## src/rtl/multdiv_iter.sv

```systemverilog
// multdiv_iter: iterative signed 32-bit shift-add multiply / restoring divide, 32 cycles per op.
// Define MULTDIV_EXCEPTION_EN to build the overflow / divide-by-zero flag; otherwise data_exception is 0.
module multdiv_iter #(
  parameter int WIDTH = 32,
  parameter int CNT_W = 5
) (
  input  logic             clk,
  input  logic             clr,
  input  logic             ctrl_MULT,
  input  logic             ctrl_DIV,
  input  logic [WIDTH-1:0] data_operandA,
  input  logic [WIDTH-1:0] data_operandB,
  output logic [WIDTH-1:0] data_result,
  output logic             data_exception,
  output logic             data_resultRDY,
  output logic             busy
);
  typedef enum logic [1:0] {IDLE, MULT, DIV, DONE} state_t;
  state_t           state_q, state_d;
  logic [CNT_W-1:0] cnt_q, cnt_d;
  logic [WIDTH-1:0] hi_q, hi_d, lo_q, lo_d, b_q, b_d, res_q, res_d;
  logic             sign_q, sign_d;
  logic [WIDTH-1:0] mag_a, mag_b, diff, step_hi, step_lo, sres, fin;
  logic [WIDTH:0]   sum, sh;
  logic             ge, is_div, last, start;
  // hi:lo is the running product for multiply and remainder:dividend-shift for divide
  always_comb begin
    mag_a   = data_operandA[WIDTH-1] ? -data_operandA : data_operandA;
    mag_b   = data_operandB[WIDTH-1] ? -data_operandB : data_operandB;
    is_div  = state_q == DIV;
    sum     = {1'b0, hi_q} + {1'b0, lo_q[0] ? b_q : {WIDTH{1'b0}}};
    sh      = {hi_q, lo_q[WIDTH-1]};
    ge      = sh >= {1'b0, b_q};
    diff    = sh[WIDTH-1:0] - b_q;
    step_hi = is_div ? (ge ? diff : sh[WIDTH-1:0]) : sum[WIDTH:1];
    step_lo = is_div ? {lo_q[WIDTH-2:0], ge} : {sum[0], lo_q[WIDTH-1:1]};
    sres    = sign_q ? -step_lo : step_lo;
    fin     = (is_div && b_q == '0) ? '0 : sres;
    last    = cnt_q == '1;
    start   = (state_q == IDLE || state_q == DONE) && (ctrl_MULT || ctrl_DIV);
  end
  always_comb begin
    state_d = state_q;
    cnt_d   = cnt_q;
    hi_d    = hi_q;
    lo_d    = lo_q;
    b_d     = b_q;
    sign_d  = sign_q;
    res_d   = res_q;
    if (start) begin
      state_d = ctrl_MULT ? MULT : DIV;
      cnt_d   = '0;
      hi_d    = '0;
      lo_d    = mag_a;
      b_d     = mag_b;
      sign_d  = data_operandA[WIDTH-1] ^ data_operandB[WIDTH-1];
    end else if (busy) begin
      cnt_d   = cnt_q + 1'b1;
      hi_d    = step_hi;
      lo_d    = step_lo;
      state_d = last ? DONE : state_q;
      res_d   = last ? fin : res_q;
    end else if (state_q == DONE) begin
      state_d = IDLE;
    end
  end
  always_ff @(posedge clk) begin
    if (clr) begin
      state_q <= IDLE;
      cnt_q   <= '0;
      hi_q    <= '0;
      lo_q    <= '0;
      b_q     <= '0;
      sign_q  <= 1'b0;
      res_q   <= '0;
    end else begin
      state_q <= state_d;
      cnt_q   <= cnt_d;
      hi_q    <= hi_d;
      lo_q    <= lo_d;
      b_q     <= b_d;
      sign_q  <= sign_d;
      res_q   <= res_d;
    end
  end
  assign data_result    = res_q;
  assign data_resultRDY = state_q == DONE;
  assign busy           = state_q == MULT || state_q == DIV;
`ifdef MULTDIV_EXCEPTION_EN
  logic exc_q, exc_d, ovf;
  // signed range is [-2^(W-1), 2^(W-1)-1]; the negative side admits one extra magnitude
  assign ovf = is_div ? (b_q == '0 || (!sign_q && step_lo[WIDTH-1]))
                      : (|step_hi || (step_lo[WIDTH-1] && (!sign_q || |step_lo[WIDTH-2:0])));
  assign exc_d = (busy && last) ? ovf : exc_q;
  always_ff @(posedge clk) begin
    if (clr) exc_q <= 1'b0;
    else exc_q <= exc_d;
  end
  assign data_exception = exc_q;
`else
  assign data_exception = 1'b0;
`endif
endmodule

```

## config.mk

```make
export PLATFORM = sky130hd
export DESIGN_NAME = multdiv_iter
export DESIGN_NICKNAME = d
export VERILOG_FILES = /design/src/rtl/multdiv_iter.sv
export SDC_FILE = /design/constraint.sdc
export NUM_CORES = 1
export LEC_CHECK = 0
export ABC_AREA = 1
export CELL_PAD_IN_SITES_DETAIL_PLACEMENT = 0
export CELL_PAD_IN_SITES_GLOBAL_PLACEMENT = 1
export CORE_MARGIN = 3
export CORE_UTILIZATION = 45
export CTS_BUF_LIST = sky130_fd_sc_hd__clkbuf_8
export CTS_CLUSTER_SIZE = 24
export DETAILED_ROUTE_END_ITERATION = 10
export PLACE_DENSITY_LB_ADDON = 0.1
export SLEW_MARGIN = 20
export SYNTH_ARGS = -nofsm -noshare
export SYNTH_HDL_FRONTEND = slang
export SYNTH_SLANG_ARGS = --single-unit
```

## constraint.sdc

```tcl
create_clock -name clk -period 9 [get_ports clk]
set_clock_uncertainty 0.1 [all_clocks]
set_input_delay 1.35 -clock clk [delete_from_list [all_inputs] [get_ports clk]]
set_output_delay 1.35 -clock clk [all_outputs]
set_load 0.1 [all_outputs]
```

==> metrics.txt <==
outcome finished clean; Max Transition Viols Final 0; Yosys top cell by area dfxtp_1; maxcap violations 0; initial antenna violation count 0; die area 0.0297 mm2; R2R setup slack 5.03 ns; peak supply drop 301 uV; Synth Area per Inst 6.12 um2; share of the synthesized area in the top cell type 0.219; pre-CTS WS 4.61 ns; FFs w/ async S/R, synth 0; Min-Delay Path Depth 2; Clock Sinks 136; PortBufs 101; Multi-input gate area 0.00835 mm2; Layout Nets 2,226; clock root cell clkbuf_8; worst skew pair latency 0.46 ns; Final Total Pwr 5.01 mW; drt initial violations 1,279; CP Cell Sequence inv_1, ha_1, nand2_1, nor2_1, nand3_1, nor2_1, nand2_1, nand2_1, nor2_1, nand2_2, clkinv_1, o21ai_0, nand3_1, nand2_1, inv_1; total grt overflow 0; post-CTS sizing 0; fin crit share 0.441; crit-path max cell delay 0.71 ns; Cell Rows 60; maximum clock rate 252 MHz; final setup fails 0; Synth-to-Final Area Change 12.7%; syn nets 2,174; PD cells 357 mW/mm2; synth warn 0; initial core utilization 0.460; Total Routing Usage GR 0.291; vias post-DR 13,670; Area contributors post-synth dfxtp_1, nand2_1, a21oi_1; Crit path max-delay family simple AND/OR/NAND/NOR gates; worst-margin pin slew 1.07 ns; arrival time at the worst endpoint 4.23 ns; DRT Pass-1 Iters 5; Critical Path RT 9.26 ns; commonest non-fill, non-tap cells in the layout nand2_1, inv_1, a21oi_1; distinct cell type count after synthesis 59; commonest non-fill, non-tap cell in the layout nand2_1; post-DP HPWL 33,500 um; setup ws final 5.03 ns; WL/cell 17.8 um; hold path start data_result[9]; Clock transition at path regs 0.10 ns; ANT nets after route 0; Hold-fix buffers, CTS 0; fin cells 2,438; share of layout cells above drive strength 1 0.0505; final core occ 0.519; worst min path class flip-flop to flip-flop; WS Path Type flip-flop to flip-flop; pin count of the biggest net entering global routing 77; setup tns final 0 ns; Critical Path Source Type flip-flop; share of the yosys chip area belonging to registers 0.219; vias in the first global route 12,383; final hold viol count 0; io pins 103; core area 0.0270 mm2; H-tree depth 4; Worst path slowest cell nand2_2; CP max FO 55; vias per cell 5.61; clock buffer count from CTS 17; Synth Register Bits 136; postcts setup bufs 0; post-synthesis cell area 0.0124 mm2; register area 0.00272 mm2; Worst R2R Path Depth 15; DIE WIDTH 172 um; RSZ-0062 raised after global routing no; final WL 43,300 um; DRC viols 0; min cycle time layout 3.97 ns; Main synth FF type dfxtp_1; Post-synth EDFFs 0; CP dominant cell by count nand2_1; fillers 2,943; Leak 6.35 nW; Die Ht 172 um; Inserted Diodes 0; CTS tree done; Critical R2R Capture hi_q[25]; Worst R2R Start b_q[7]; first-pass GRT wire length 68,100 um; Hold Path End data_result[9]; Max Buffers Root-to-Sink 2; Inst Count DP 2,406; Mapped Cells 2,032; GPL Wtd Cong 0.967; Slew headroom 0.288; buffers and inverters on the worst path 3; Worst Setup End Kind flip-flop
==> kinds of logic (layout without fill, tap and decap cells) <==
family | count (synthesis) | after routing | synth area share
DFF | 136 | 136 | 0.219
muxes | 2 | 2 | 0.00191
AOI/OAI and AO/OA | 520 | 520 | 0.234
buffers and inverters | 352 | 417 | 0.111
adders and majority gates | 74 | 74 | 0.0757
xor gates and xnor gates | 74 | 74 | 0.0521
other | 1 | 1 | 0.000302
and+or+nand+nor | 873 | 873 | 0.306
==> synth_stat cells, types with 2 or more instances <==
library cell and count:
nand3b_1 11, buf_6 5, o21a_1 8, or2_1 2
nor3_1 38, inv_2 6, o21ai_2 3, clkinv_1 2
o31ai_1 2, o22ai_1 8, or2_2 15, o221ai_1 6
o21bai_1 13, nand3_1 115, buf_4 2, nor4_1 14
fa_1 2, ha_1 72, buf_1 4, buf_2 6
a211oi_1 7, a221oi_1 4, nand3_2 2, xor2_1 42
inv_1 263, nor2_1 156, nand2_2 7, a31oi_1 28
a21boi_0 5, o211ai_1 31, nand2_4 5, clkbuf_1 63
nand4_2 2, nor2_2 5, nor2_4 3, nand2_1 463
a21oi_1 216, nand4_1 30, o21ai_0 162, xnor2_1 32
o21ai_1 12, dfxtp_1 136, a21o_1 8
==> per-layer routing <==
layer,GRT usage,vias to the layer above,share of wire
met5,0,-,0
met4,0.0642,0,0.020
met3,0.0590,50,0.081
met2,0.398,486,0.38
met1,0.461,6246,0.51
li1,-,6888,-
==> report_power, final <==
part,switching [mW],internal [mW],total (mW)
clock network,0.303,0.231,0.534
registers,0.237,0.782,1.02
logic,2.34,1.11,3.46
==> worst max path at each step <==
| stage | startpoint | end | cells after the start |
|---|---|---|---|
| after detailed placement | ctrl_MULT | hi_q[25] | 9 |
| after CTS | b_q[8] | data_result[24] | 23 |
| final | b_q[7] | hi_q[25] | 15 |
| after global routing | b_q[8] | data_result[24] | 23 |
| after floorplan | data_operandA[0] | lo_q[28] | 11 |
| after global placement | ctrl_MULT | hi_q[0] | 7 |
==> tightest hold or removal path: stages (launching register included) <==
cell and delay [ns]:
dfxtp_1 0.32, nand2_1 0.06, a21oi_1 0.05
==> area by class of cell <==
| cell class | count | area share |
|---|---|---|
| multi-input combinational | 1544 | 0.596 |
| sequential | 136 | 0.194 |
| clock inverter | 15 | 0.0115 |
| tap | 341 | 0.0304 |
| timing repair buffer | 113 | 0.0782 |
| inverter | 272 | 0.0730 |
| clock buffer | 17 | 0.0167 |
==> through the flow <==
step / instance area, um2 / hold slack [ns]
6_report: 14000 / 0.367
5_1_grt: 14000 / 0.384
4_1_cts: 14000 / 0.369
3_5_place_dp: 13600 / 0.355
3_3_place_gp: 13600 / 0.351
2_1_floorplan: 12400 / 0.344
==> flip-flops by register name, summed over array words and instances, names as in the netlist <==
register,flops
cnt_q,5
lo_q,32
data_result,32
hi_q,32
b_q,32
sign_q,1
state_q,2
(Power assumes the default switching activity.)
